$ cat src/rtl/pipe_pkg.sv
// Types and constants shared by the pipeline-stage registers, the decoder and the hazard unit.
package pipe_pkg;

  typedef enum logic [1:0] {
    EMPTY = 2'd0,
    ONE   = 2'd1,
    TWO   = 2'd2
  } state_t;

  localparam int unsigned CW_DEF   = 10;
  localparam int unsigned DW_DEF   = 133;
  localparam int unsigned CNTW_DEF = 16;

  // Control-bundle bit positions
  localparam int unsigned CTRL_SHIFT    = 0;
  localparam int unsigned CTRL_ALUIMM   = 1;
  localparam int unsigned CTRL_ALUC_LSB = 2;
  localparam int unsigned CTRL_ALUC_MSB = 5;
  localparam int unsigned CTRL_JAL      = 6;
  localparam int unsigned CTRL_WMEM     = 7;
  localparam int unsigned CTRL_M2REG    = 8;
  localparam int unsigned CTRL_WREG     = 9;

endpackage

$ cat src/rtl/pipe_slot.sv
// One control+data holding register; cclr zeroes only the control half so a squashed slot becomes a bubble.
module pipe_slot
  import pipe_pkg::*;
#(
  parameter int unsigned CW = CW_DEF,
  parameter int unsigned DW = DW_DEF
) (
  input  logic          clk,
  input  logic          clrn,
  input  logic          load,
  input  logic          cclr,
  input  logic [CW-1:0] d_ctrl,
  input  logic [DW-1:0] d_data,
  output logic [CW-1:0] q_ctrl,
  output logic [DW-1:0] q_data
);

  always_ff @(posedge clk or negedge clrn) begin
    if (!clrn)     q_ctrl <= '0;
    else if (cclr) q_ctrl <= '0;
    else if (load) q_ctrl <= d_ctrl;
  end

  always_ff @(posedge clk or negedge clrn) begin
    if (!clrn)     q_data <= '0;
    else if (load) q_data <= d_data;
  end

endmodule

$ cat src/rtl/pipe_stage_skid.sv
// Elastic pipeline-stage register: two-entry skid buffer, registered in_ready,
// synchronous flush and a saturating bubble counter.
module pipe_stage_skid
  import pipe_pkg::*;
#(
  parameter int unsigned CW   = CW_DEF,
  parameter int unsigned DW   = DW_DEF,
  parameter int unsigned CNTW = CNTW_DEF
) (
  input  logic            clk,
  input  logic            clrn,
  input  logic            flush,
  input  logic            in_valid,
  output logic            in_ready,
  input  logic [CW-1:0]   in_ctrl,
  input  logic [DW-1:0]   in_data,
  output logic            out_valid,
  input  logic            out_ready,
  output logic [CW-1:0]   out_ctrl,
  output logic [DW-1:0]   out_data,
  output logic [CNTW-1:0] bubble_cnt
);

  state_t        state, state_nxt;
  logic          accept, emit;
  logic          main_load, main_cclr, skid_load, use_skid;
  logic [CW-1:0] skid_ctrl, main_d_ctrl;
  logic [DW-1:0] skid_data, main_d_data;

  assign accept = in_valid & in_ready;
  assign emit   = out_valid & out_ready;

  always_ff @(posedge clk or negedge clrn) begin
    if (!clrn) state <= EMPTY;
    else       state <= state_nxt;
  end

  always_comb begin
    state_nxt = state;
    if (flush) begin
      state_nxt = EMPTY;
    end else begin
      unique case (state)
        EMPTY:   if (accept) state_nxt = ONE;
        ONE: begin
          if (accept && !emit)      state_nxt = TWO;
          else if (!accept && emit) state_nxt = EMPTY;
        end
        TWO:     if (emit) state_nxt = ONE;
        default: state_nxt = EMPTY;
      endcase
    end
  end

  // Slot control: main refills from skid only when draining TWO; main ctrl clears whenever it goes empty
  always_comb begin
    main_load = 1'b0;
    main_cclr = 1'b0;
    skid_load = 1'b0;
    use_skid  = 1'b0;
    if (flush) begin
      main_cclr = 1'b1;
    end else begin
      unique case (state)
        EMPTY: main_load = accept;
        ONE: begin
          main_load = accept & emit;
          skid_load = accept & ~emit;
          main_cclr = emit & ~accept;
        end
        TWO: begin
          main_load = emit;
          use_skid  = 1'b1;
        end
        default: main_cclr = 1'b1;
      endcase
    end
  end

  assign main_d_ctrl = use_skid ? skid_ctrl : in_ctrl;
  assign main_d_data = use_skid ? skid_data : in_data;

  pipe_slot #(.CW(CW), .DW(DW)) u_main (
    .clk    (clk),
    .clrn   (clrn),
    .load   (main_load),
    .cclr   (main_cclr),
    .d_ctrl (main_d_ctrl),
    .d_data (main_d_data),
    .q_ctrl (out_ctrl),
    .q_data (out_data)
  );

  pipe_slot #(.CW(CW), .DW(DW)) u_skid (
    .clk    (clk),
    .clrn   (clrn),
    .load   (skid_load),
    .cclr   (1'b0),
    .d_ctrl (in_ctrl),
    .d_data (in_data),
    .q_ctrl (skid_ctrl),
    .q_data (skid_data)
  );

  // Handshake flags are registered from the next state so in_ready never depends on out_ready combinationally
  always_ff @(posedge clk or negedge clrn) begin
    if (!clrn) begin
      in_ready  <= 1'b1;
      out_valid <= 1'b0;
    end else begin
      in_ready  <= (state_nxt != TWO);
      out_valid <= (state_nxt != EMPTY);
    end
  end

  always_ff @(posedge clk or negedge clrn) begin
    if (!clrn)
      bubble_cnt <= '0;
    else if (out_ready && !out_valid && (bubble_cnt != {CNTW{1'b1}}))
      bubble_cnt <= bubble_cnt + CNTW'(1);
  end

endmodule

$ cat config.mk
export PLATFORM = sky130hd
export DESIGN_NAME = pipe_stage_skid
export DESIGN_NICKNAME = d
export VERILOG_FILES = /design/src/rtl/pipe_pkg.sv /design/src/rtl/pipe_slot.sv /design/src/rtl/pipe_stage_skid.sv
export SDC_FILE = /design/constraint.sdc
export NUM_CORES = 1
export LEC_CHECK = 0
export CORE_MARGIN = 3
export CORE_UTILIZATION = 54
export DETAILED_ROUTE_END_ITERATION = 8
export MAX_ROUTING_LAYER = met4
export PLACE_DENSITY = 0.85
export SYNTH_ARGS = -nofsm -noshare
export SYNTH_HDL_FRONTEND = slang
export SYNTH_SLANG_ARGS = --single-unit
$ cat constraint.sdc
create_clock -name clk -period 2.9 [get_ports clk]
set_input_delay 0.29 -clock clk [delete_from_list [all_inputs] [get_ports clk]]
set_output_delay 0.29 -clock clk [all_outputs]
set_load 0.03 [all_outputs]
; Word-level counts from Yosys, hierarchy flattened
; Index checks and enable logic that the tools add are counted.
; Widths: inputs -> output; s select.
[op_classes]
eq_ne = 4
mux = 18
reduce_logical = 11
n_bitwise = 7
add_sub_neg = 1
[ops]
columns = op, count
row1 = $mux 133, 1
row2 = $mux 10, 3
row3 = $add 16x1->16 const B, 1
row4 = $ne 16x16->1 const B, 1
row5 = $mux 2, 5
row6 = $mux 1, 6
row7 = $pmux 2 s3, 1
row8 = $and 1x1->1, 5
row9 = $logic_and 1x1->1, 4
row10 = $reduce_bool 2->1, 2
row11 = $logic_not 1->1, 3
row12 = $pmux 1 s3, 1
row13 = $eq 2x1->1 const B, 1
row14 = $eq 2x2->1 const B, 1
row15 = $logic_not 2->1, 1
row16 = $ne 2x2->1 const B, 1
row17 = $not 1->1, 2
row18 = $pmux 1 s2, 1
row19 = $reduce_or 2->1, 1
[totals]
inputBits = 148
regBits = 306

; Depth between registers and ports, before layout
; Gate-level depths: netlist of the first run.
[logic_depth]
ltp_word = 8
depth_mapped = 7

; Modules after synthesis
; From an unflattened synthesis of the first run, not the netlist that was laid out.
[unflattened]
hier_cells = 890
hier_area_um2 = 13992.2
[modules_own_cells]
columns = mod, n_inst, cells_each, area_per_inst_um2
row1 = pipe_slot, 2, 313, 5579.1
row2 = pipe_stage_skid, 1, 264, 2834.0

; Worst setup path before layout of the first run
; Ideal clock, no wire load.
[synth_timing]
path_type = flip-flop to flip-flop
from = reg out_valid
to = reg u_main.q_data[100]
period_less_slack_ns = 2.037
t_arrival_ns = 1.913
setup_time_ns = 0.125
n_path_buf = 2
required_ns = 2.775
slack_ns = 0.863
stages_incl_launch_ff = 7
cell_sequence = dfrtp_1 nand2_2 or3_4 a21oi_4 buf_6 buf_6 mux2_2
[synth_between]
elab_chain_cells = 4
[synth_lines]
columns = item, line
row1 = start: declaration, pipe_stage_skid.sv:17  ; output logic out_valid,
row2 = start signal: assignment, pipe_stage_skid.sv:112  ; out_valid <= (state_nxt != EMPTY);
row3 = $and 1x1->1 (*), pipe_stage_skid.sv:31  ; assign emit = out_valid & out_ready;
row4 = $and 1x1->1, pipe_stage_skid.sv:67  ; main_load = accept & emit;
row5 = $pmux 1 s3 (*), pipe_stage_skid.sv:64  ; unique case (state)
row6 = $mux 1 (*), pipe_stage_skid.sv:61  ; if (flush) begin
row7 = end signal: assignment, pipe_slot.sv:26  ; else if (load) q_data <= d_data;
row8 = end: declaration, pipe_slot.sv:15  ; output logic [DW-1:0] q_data
; Every way passes the cells marked *; elsewhere a longest branch is shown, timed or not.
; A chain may end at the register's enable or synchronous reset.

; Final worst setup path of the first run
[layout_timing]
from = reg in_ready
to = reg u_main.q_data[96]
[layout_between]
elab_chain_cells = 4
[layout_lines]
columns = item, line
row1 = start: declaration, pipe_stage_skid.sv:14  ; output logic in_ready,
row2 = start signal: assignment, pipe_stage_skid.sv:111  ; in_ready <= (state_nxt != TWO);
row3 = $and 1x1->1 (*), pipe_stage_skid.sv:30  ; assign accept = in_valid & in_ready;
row4 = $and 1x1->1, pipe_stage_skid.sv:67
row5 = $pmux 1 s3 (*), pipe_stage_skid.sv:64
row6 = $mux 1 (*), pipe_stage_skid.sv:61
; Marked as above.

==> impl_results.md, run 1 <==
* DRT iter0 DRCs at about 470
* Crit Path Class: reg2reg
* Vias at 8277
* Nets at 1321
* Primary FF master, synth: dfrtp_1
* Fillers at 1499
* FF/Latch Area at around 7700 µm²
* Clk_skew at between 10 and 15 ps
* Drt drc at 0
* Seq/Total Area, Yosys at 57.8%
* Post-Syn Area at 13300 µm²
* Critical path peak fanout at 75
* Clock Tree Buf Depth at 3
* Die width at between 150 and 200 µm
* Cells after Synth at between 800 and 900
* Post-synthesis mux area share at 35.7%
* Synth area leader: dfrtp_1
* Compound-Gate Fraction of Synth Area at 1.36%
* Initial DRT Pass Iterations at 4
* Port Buffer Count at 308
* CP required at 3280 ps
* Reg2Reg Depth at 5
* Die area at around 26000 µm²
* Area of the multi-input gates at 5310 µm²
* FF-to-FF End: u_main.q_data[96]
* Wire length per cell at 20.0 µm
* Worst path bufs/invs at 1
* Worst-margin pin slew at around 760 ps
* Slew Viols, Final at 0
* Num CTS Buffers at 34
* RSZ-0062 raised after global routing: false
* Slowest CP cell: dfstp_2
* CTS root buffer: clkbuf_16
* I/O pin total at slightly above 300
* Initial Util at 55.7%
* Via density at ~5.5
* XOR/XNOR Fraction of Synth Area at less than 1%
* Static leakage at ~7.3 nW
* Synth Area in Adders at less than 1%
* Die Span Y at 163 µm
* Number of global-route vias before repair at approximately 9000
* Overall Global Routing Usage at between 20% and 30%
* Synth warn at 0
* Final setup violating endpoints at 0
* Setup TNS at 0 ps
* Top cells by area, synth: dfrtp_1 (58%), mux2_2 (33%), mux2_1 (2.4%), buf_2 (1.3%), buf_6 (0.76%)
* Initial antenna violation count at 0
* Mean Syn Cell Area at around 15 µm²
* CP Launch Type: register
* Synth async-reset ratio at between 90% and 100%
* Reg clk slew, reported paths at around 60 ps
* Diodes inserted at 0
* CORE AREA at 23800 µm²
* Crit end category: register
* Fin crit share at 76.6%
* Placement Rows at 56
* R2R Setup Slk at a little under 700 ps
* HPWL Detailed at roughly 20 mm
* Pwr/cell area at ~940 nW/µm²
* Crit-path leading delay family: flip-flops
* Cells along the critical path: nand2_1, or3_4, a21oi_4, buf_12, mux2_2
* F_max at 450 MHz
* Min setup slack post-route at a little under 700 ps
* Critical Path Max Stage Delay at about 540 ps
* Global route overflow at 0
* Slew HR at 49.2%
* Fin. Hold Viols at 0
* Worst Path Arrival at roughly 2600 ps
* Post_cts resized at 0
* Global-route wire length before repair at 48.3 mm
* CTS tree: done
* Post-synthesis net count at slightly above 1000
* Placer Congestion at between 0.8 and 0.9
* Min-Delay Path Class: in2async
* Post-Route WL at 30.3 mm
* List of most frequent post-synthesis cells: mux2_2 (384), dfrtp_1 (305), buf_2 (35)
* Count leader, synth: mux2_2
* Final ANT Viol Nets at 0
* Outcome: finished clean
* Largest family of logic cells by synthesized area: multiplexers
* Top cell type's share of synthesized area at 57.6%
* Max-cap violations at 0
* Worst R2R Start: in_ready
* Pre-CTS setup slack at ~320 ps
* H-tree depth at 2
* Layout area overhead at 35.1%
* Tmin final at 2220 ps
* Number of distinct library cells after synthesis at 36
* Number of synthesized register bits at between 300 and 400
* Worst-Skew Late Latency at 490 ps
* WHS at 371 ps
* Post-synthesis simple-gate area fraction at about 2%
* Post-synth EDFFs at 0
* VDD IR max at roughly 0.00063 V
* Layout cell share with drive strength beyond 1 at a little under 40%
* Pin count of the biggest net entering global routing at 86
* Clock Sinks at around 300
layer usage:
| layer | up-vias | global-route usage [%] | share of wire, % |
|---|---|---|---|
| met5 | - | - | 0 |
| met4 | 0 | 6.38 | 2.2 |
| met3 | 50 | 5.52 | 6.5 |
| met2 | 247 | 37.2 | 48 |
| met1 | 4231 | 30.8 | 43 |
| li1 | 3749 | - | - |
layout by cell type, fill, tap and decap left out, types with 2 or more instances in the layout:
master and instances:
mux2i_1 10, bufinv_16 2, dfrtp_1 305, xnor2_1 9
mux2_1 28, xor2_1 4, clkbuf_1 9, o2bb2ai_1 10
nand3_1 5, nor2_1 5, clkbuf_8 8, and3_1 6
a21o_1 3, clkbuf_16 37, buf_4 6, nand2_1 7
mux2_2 384, nand4_1 10, clkdlybuf4s50_1 307, nor2b_1 2
and4_1 3, clkinv_2 3, buf_12 12
worst max-delay path by stage:
stage | startpoint | to | slack (ps) | depth (start not counted)
final | in_ready | u_main.q_data[96] | 680 | 5
after global routing | in_ready | u_main.q_data[88] | 610 | 5
after CTS | in_ready | u_main.q_data[125] | 680 | 5
after detailed placement | out_ready | u_main.q_data[18] | 320 | 6
after global placement | out_ready | u_main.q_data[29] | 390 | 6
after floorplan | out_valid | u_main.q_data[100] | 860 | 6
cell families (layout without fill, tap and decap cells):
group	after synthesis	in the layout
multiplexers	422	422
AND/OR/NAND/NOR	45	45
adder cells (fa/ha/maj)	1	1
AO/OA/AOI/OAI	21	21
flip-flops	306	306
buffers and inverters	50	388
XOR/XNOR	13	13
state kept, by name, indices dropped and copies added, names as in the netlist:
name and count:
u_main.q_data 133, u_skid.q_data 133, bubble_cnt 16, u_main.q_ctrl 10
u_skid.q_ctrl 10, state 2, in_ready 1, out_valid 1
repair_timing:
item                                   in CTS  in global routing
endpoints found under the hold margin      81                  0
buffers inserted                            0                  0
hold buffers                                1                  0
per-stage QoR:
stage | utilization, % | std cells | power, mW | area (µm²)
global placement | 70.3 | 1454 | 12.4 | 16700
CTS | 75.2 | 1515 | 17.1 | 17900
floorplan | - | 858 | 10.1 | 13300
global route | 75.2 | 1515 | 17.7 | 17900
finish | 75.2 | 1515 | 16.9 | 17900
detailed placement | 70.3 | 1454 | 12.6 | 16700
cell type report:
type                    count  area share, %
flip-flops and latches    306           42.8
multi-input cells         502           29.7
clock inverters             6          0.468
clock buffers              54           5.97
well taps                 319           2.23
inverters                   1         0.0210
repair buffers            327           18.9
where the power goes:
group          internal [mW]  switching (mW)
Clock                   2.70            1.64
Combinational           2.87            2.73
Sequential              5.99           0.970
Power figures use the tool's default switching activity.
==> inputs of run 2 (changes only) <==
Settings changed: CORE_UTILIZATION 54 to 45, PLACE_DENSITY 0.85 to 0.76.
Clock period 2.9 ns to 1.97 ns, I/O delays scaled along.
==> impl_results.md, run 2 (synthesis results as in run 1) <==
* Outcome: finished with violations
* Failing checks: negative setup slack
* WHS at roughly 230 ps
* Crit path to: u_main.q_data[104]
* VDD IR max at 0.000916 V
* Switching Fraction at a little under a third
* Top Registers: u_main.q_data (133), u_skid.q_data (133), bubble_cnt (16)
* Post-Route WL at between 30 and 40 mm
* Drt drc at 0
* Final instance area at between 15000 and 20000 µm²
* Min-Delay Path Class: in2async
* Met3 Wirelength at roughly 1.8 mm
* Wire length on met1 at 13.8 mm
* Internal at between 15 and 20 mW
* Reg2Reg Depth at 7
* Crit Path Class: reg2reg
* Overall Global Routing Usage at between 20% and 30%
* Commonest non-fill, non-tap cells in the layout: mux2_2 (328), clkdlybuf4s50_1 (305), dfrtp_1 (303)
* Min setup slack post-route at -25.3 ps
* RSZ-0062 raised after global routing: true
* Static leakage at 7.97 nW
* Initial Util at between 40 and 50%
* Most used cell, CP: buf_12
* Layout cell share with drive strength beyond 1 at between 40% and 50%
* Post-Layout Cell Count at roughly 1600
* Crit end category: register
* I/O pin total at between 300 and 400
* Clock Sinks at just over 300
* Area of the multi-input gates at ~5600 µm²
* FF-to-FF End: u_main.q_data[104]
* Power Total at approximately 25 mW
* Wire length per cell at slightly below 20 µm
* CP Depth at 7
* Worst R2R Start: in_ready
* Worst path bufs/invs at 3
* Die area at ~32000 µm²
* Diodes inserted at 0
* Critical path peak fanout at 19
* Placed Area at roughly 17000 µm²
* Placer Congestion at about 0.8
* Num CTS Buffers at 34
* Slew HR at between 50% and 60%
* Nets at roughly 1400
* Worst-Skew Late Latency at 490 ps
* Sequential cell fraction of total power at about two fifths
* Die width at roughly 180 µm
* Fin. Hold Viols at 0
* Fin crit share at 101%
* Layout area overhead at 43.3%
* H-tree depth at 2
* CP Launch Type: register
* Reg clk slew, reported paths at around 60 ps
* Clock Tree Buf Depth at 3
* Initial antenna violation count at 0
* Via density at approximately 5.2
* Worst setup startpoint: in_ready
* F_max at between 500 and 600 MHz
* Global route overflow at 0
* Max-cap violations at 0
* Crit-path leading delay family: flip-flops
* CTS root buffer: clkbuf_16
* Setup TNS at -504 ps
* Fillers at ~2100
* Pwr/cell area at between 1000 and 1500 nW/µm²
* Cells along the critical path: nand2_2, or3_4, a21oi_4, buf_12, buf_12, buf_12, mux2_2
* Global-route wire length before repair at a little under 50 mm
* Final setup violating endpoints at 41
* CTS tree: done
* Vias at 8547
* Final ANT Viol Nets at 0
* Worst Path Arrival at between 2000 and 2500 ps
* Placement Rows at 62
* R2R Setup Slk at -30 ps
* Initial DRT Pass Iterations at 4
* Metal2 WL at between 15 and 20 mm
* Port Buffer Count at 308
* HPWL Detailed at between 20 and 25 mm
* Slew Viols, Final at 0
* CP required at 2340 ps
* Comb power frac at between 30% and 40%
* Clk_skew at between 10 and 15 ps
* Critical Path Max Stage Delay at ~550 ps
* Tmin final at 2000 ps
* CORE AREA at 28900 µm²
* Slowest CP cell: dfstp_2
* Most common cell after layout, fill and taps aside: mux2_2
* Worst-margin pin slew at 711 ps
* Power share of the clock group at approximately 25%
* FF/Latch Area at approximately 7700 µm²
* Number of global-route vias before repair at between 9000 and 10000
* Top routing layer in use: met4
* Placed instance count at ~1600
* Pin count of the biggest net entering global routing at 58
* Die Span Y at 178 µm
* Sw Pwr at between 7 and 8 mW
* DRT iter0 DRCs at between 300 and 400
==> run 2: cell types whose count changed in the layout (fill, tap and decap cells not counted), sizes merged <==
cell / change
buf: +61
clkdlybuf4s50: -2
clkbuf: +2
dlygate4sd2: +2
clkinv: -4
clkinvlp: +1
==> run 2: stage by stage <==
stage,util [%],worst slack [ps]
6_report,65.9,-25.3
4_1_cts,64.5,-34.5
3_3_place_gp,60.5,-234
2_1_floorplan,-,-16.9
5_1_grt,65.9,-93.0
3_5_place_dp,60.5,-265
==> run 2: layout make-up <==
cell class	instances	area share (%)
flip-flops and latches	306	40.3
multi-input cells	502	29.4
repair buffers	392	21.9
clock buffers	52	5.48
well taps	384	2.53
clock inverters	3	0.355
inverters	1	0.0197
==> run 2: how the worst min path moves through the flow <==
stage,to,cells past startpoint,from,slack [ps]
final,u_main.q_ctrl[7],2,clrn,230
after global routing,u_main.q_ctrl[7],2,clrn,260
after CTS,u_main.q_ctrl[7],2,clrn,230
after detailed placement,u_main.q_ctrl[6],1,clrn,170
after global placement,u_main.q_ctrl[6],1,clrn,160
after floorplan,bubble_cnt[0],0,clrn,-100
==> run 2: power by group through the flow <==
stage | combinational, mW | clock [mW] | sequential (mW)
2_1_floorplan | 2.86 | 0 | 12.1
3_3_place_gp | 8.30 | 0 | 10.2
4_1_cts | 8.54 | 6.45 | 10.2
6_report | 8.87 | 6.31 | 10.3
5_1_grt | 9.34 | 6.72 | 10.6
3_5_place_dp | 8.50 | 0 | 10.3
==> run 2: metal layers <==
| metal | track usage (%) | vias to the layer above |
|---|---|---|
| met5 | - | - |
| met1 | 25.9 | 4374 |
| met3 | 4.28 | 48 |
| li1 | - | 3880 |
| met2 | 33.6 | 245 |
| met4 | 4.48 | 0 |
==> run 2: what timing repair did <==
action | CTS | global route
hold buffers | 1 | 0
gates cloned | 0 | 4
resized for setup | 8 | 73
buffers inserted | 1 | 2
endpoints found under the hold margin | 42 | 0
setup endpoints to repair | 87 | 270
==> patch, RTL diff (settings of run 1) <==
The 3 states of `state_t` get a one-hot encoding in 3 bits.
--- a/src/rtl/pipe_pkg.sv
+++ b/src/rtl/pipe_pkg.sv
@@ -2,8 +2,8 @@
 package pipe_pkg;
 
-  typedef enum logic [1:0] {
-    EMPTY = 2'd0,
-    ONE   = 2'd1,
-    TWO   = 2'd2
+  typedef enum logic [2:0] {
+    EMPTY = 3'b001,
+    ONE   = 3'b010,
+    TWO   = 3'b100
   } state_t;
 
Function: no difference found for any inputs over 4 cycles, from zero or initial values; so few cycles prove little.
==> patch against run 1 <==
Clock skew decreased by 0.0034 ns; design area increased by 2.0%; synthesized area increased by 2.7%; wire length increased by 2.8%; sequential cell count increased by 1; worst setup slack got worse by 0.16 ns; via count increased by 0.13%; non-clock buffer count decreased by 2; total power decreased by 19%; maximum frequency decreased by 6.7%; critical path type unchanged; largest power group unchanged; highest routed layer unchanged.
==> patch: results (changes against run 1) <==
| Metric | Value |
|---|---|
| Skew-Pair Late Insertion Delay | `0.55 ns (+0.06 ns)` |
| CP Max Fanout | `18 (-76%)` |
| Final GP Congestion | `0.821 (-2.3%)` |
| Worst Tran Pin Value | `0.660 ns (-0.0998 ns)` |
| Skew final | `0.00873 ns (-0.00340 ns)` |
| Post-synth top area share | `56.0% (-1.5 points)` |
| Initial DRC count | `440 (-5.6%)` |
| First-pass GRT wire length | `49,300 um (+1.9%)` |
| Seq/Total Area, Yosys | `56.4% (-1.3 points)` |
| Dpl ws | `0.453 ns (+0.133 ns)` |
| P_sw | `3.92 mW (-27%)` |
| CP delay by family, top | `simple AND/OR/NAND/NOR gates` |
| Overall Global Routing Usage | `23.4% (-0.086 points)` |
| Worst R2R End | `u_main.q_data[94]` |
| H-tree Lvls | `1 (-1)` |
| Status | `finished clean` |
| Final #Nets | `1,340 (+1.4%)` |
| Worst Setup SP | `state[2]` |
| TritonCTS buffer count | `31 (-8.8%)` |
| DR vias | `8,288 (+0.13%)` |
| Placed Area | `0.0171 sq mm (+2.0%)` |
| Lkg Pwr | `8.20 nW (+12%)` |
| Top post-synthesis cells by area | `dfrtp_1 56%, mux2_2 29%, mux2_4 6.6%` |
| Met3 wire len | `2690 um (+36%)` |
| VDD IR max | `0.000580 V (-8.5%)` |
-- patch: worst reg2reg max path, delay by kind of cell (launching register included) --
kind                   cells  cell delay (ns)
flip-flops                 1             0.45
multiplexers               2             0.67
buffers and inverters      1             0.33
AND/OR/NAND/NOR            2             0.82
-- patch: worst max-delay path by stage --
stage | slack (ns) | to | cells after the start
after detailed placement | 0.45 | u_main.q_data[113] | 5
after global routing | 0.41 | u_main.q_data[94] | 5
after CTS | 0.52 | u_main.q_data[94] | 5
after global placement | 0.51 | u_main.q_data[120] | 5
final | 0.52 | u_main.q_data[94] | 5
after floorplan | 0.86 | u_main.q_data[100] | 7
-- patch: cell families (layout without fill, tap and decap cells) --
logic type                 after synthesis  count (layout)  share of synthesized area (%)
DFF                                    307             307                           56.4
buffers and inverters                   61             396                           2.59
other                                    0               3                              0
adders and majority gates                1               1                         0.0918
and+or+nand+nor                         53              53                           2.34
xor gates and xnor gates                12              12                          0.772
muxes                                  425             425                           36.7
AOI/OAI and AO/OA                       22              22                           1.09
-- patch: per-stage QoR --
stage          utilization [%]  hold slack, ns  instances
2_1_floorplan                -        -0.00559        881
3_3_place_gp              69.6           0.336       1481
3_5_place_dp              69.6           0.343       1481
4_1_cts                   74.4           0.344       1540
5_1_grt                   74.5           0.362       1543
6_report                  74.5           0.336       1543
-- patch: timing repair --
item,in CTS,in global routing
hold buffers,1,0
endpoints found under the hold margin,71,0
setup buffers,0,0
endpoints found under the setup margin,0,0
-- patch: final cells by class --
| class | instances | area (sq um) |
|---|---|---|
| fillers | 1567 | 6260 |
| flip-flops and latches | 307 | 7680 |
| inverters | 13 | 48.8 |
| repair buffers | 325 | 3360 |
| well taps | 324 | 405 |
| diodes | 3 | 7.51 |
| multi-input cells | 513 | 5590 |
| clock buffers | 43 | 871 |
| clock inverters | 15 | 307 |
-- patch: power groups by stage --
| stage | clock, mW | sequential, mW | combinational (mW) |
|---|---|---|---|
| after global placement | 0 | 5.62 | 3.53 |
| after floorplan | 0 | 6.53 | 1.07 |
| final | 4.54 | 5.62 | 3.59 |
| after global routing | 4.82 | 5.72 | 3.78 |
| after CTS | 4.64 | 5.62 | 3.63 |
| after detailed placement | 0 | 5.67 | 3.60 |
-- patch: routing by layer --
layer  vias up  global-route usage (%)
li1       3790                       -
met3        35                    7.80
met5         -                       -
met2       274                    37.4
met1      4189                    29.6
met4         0                    4.54
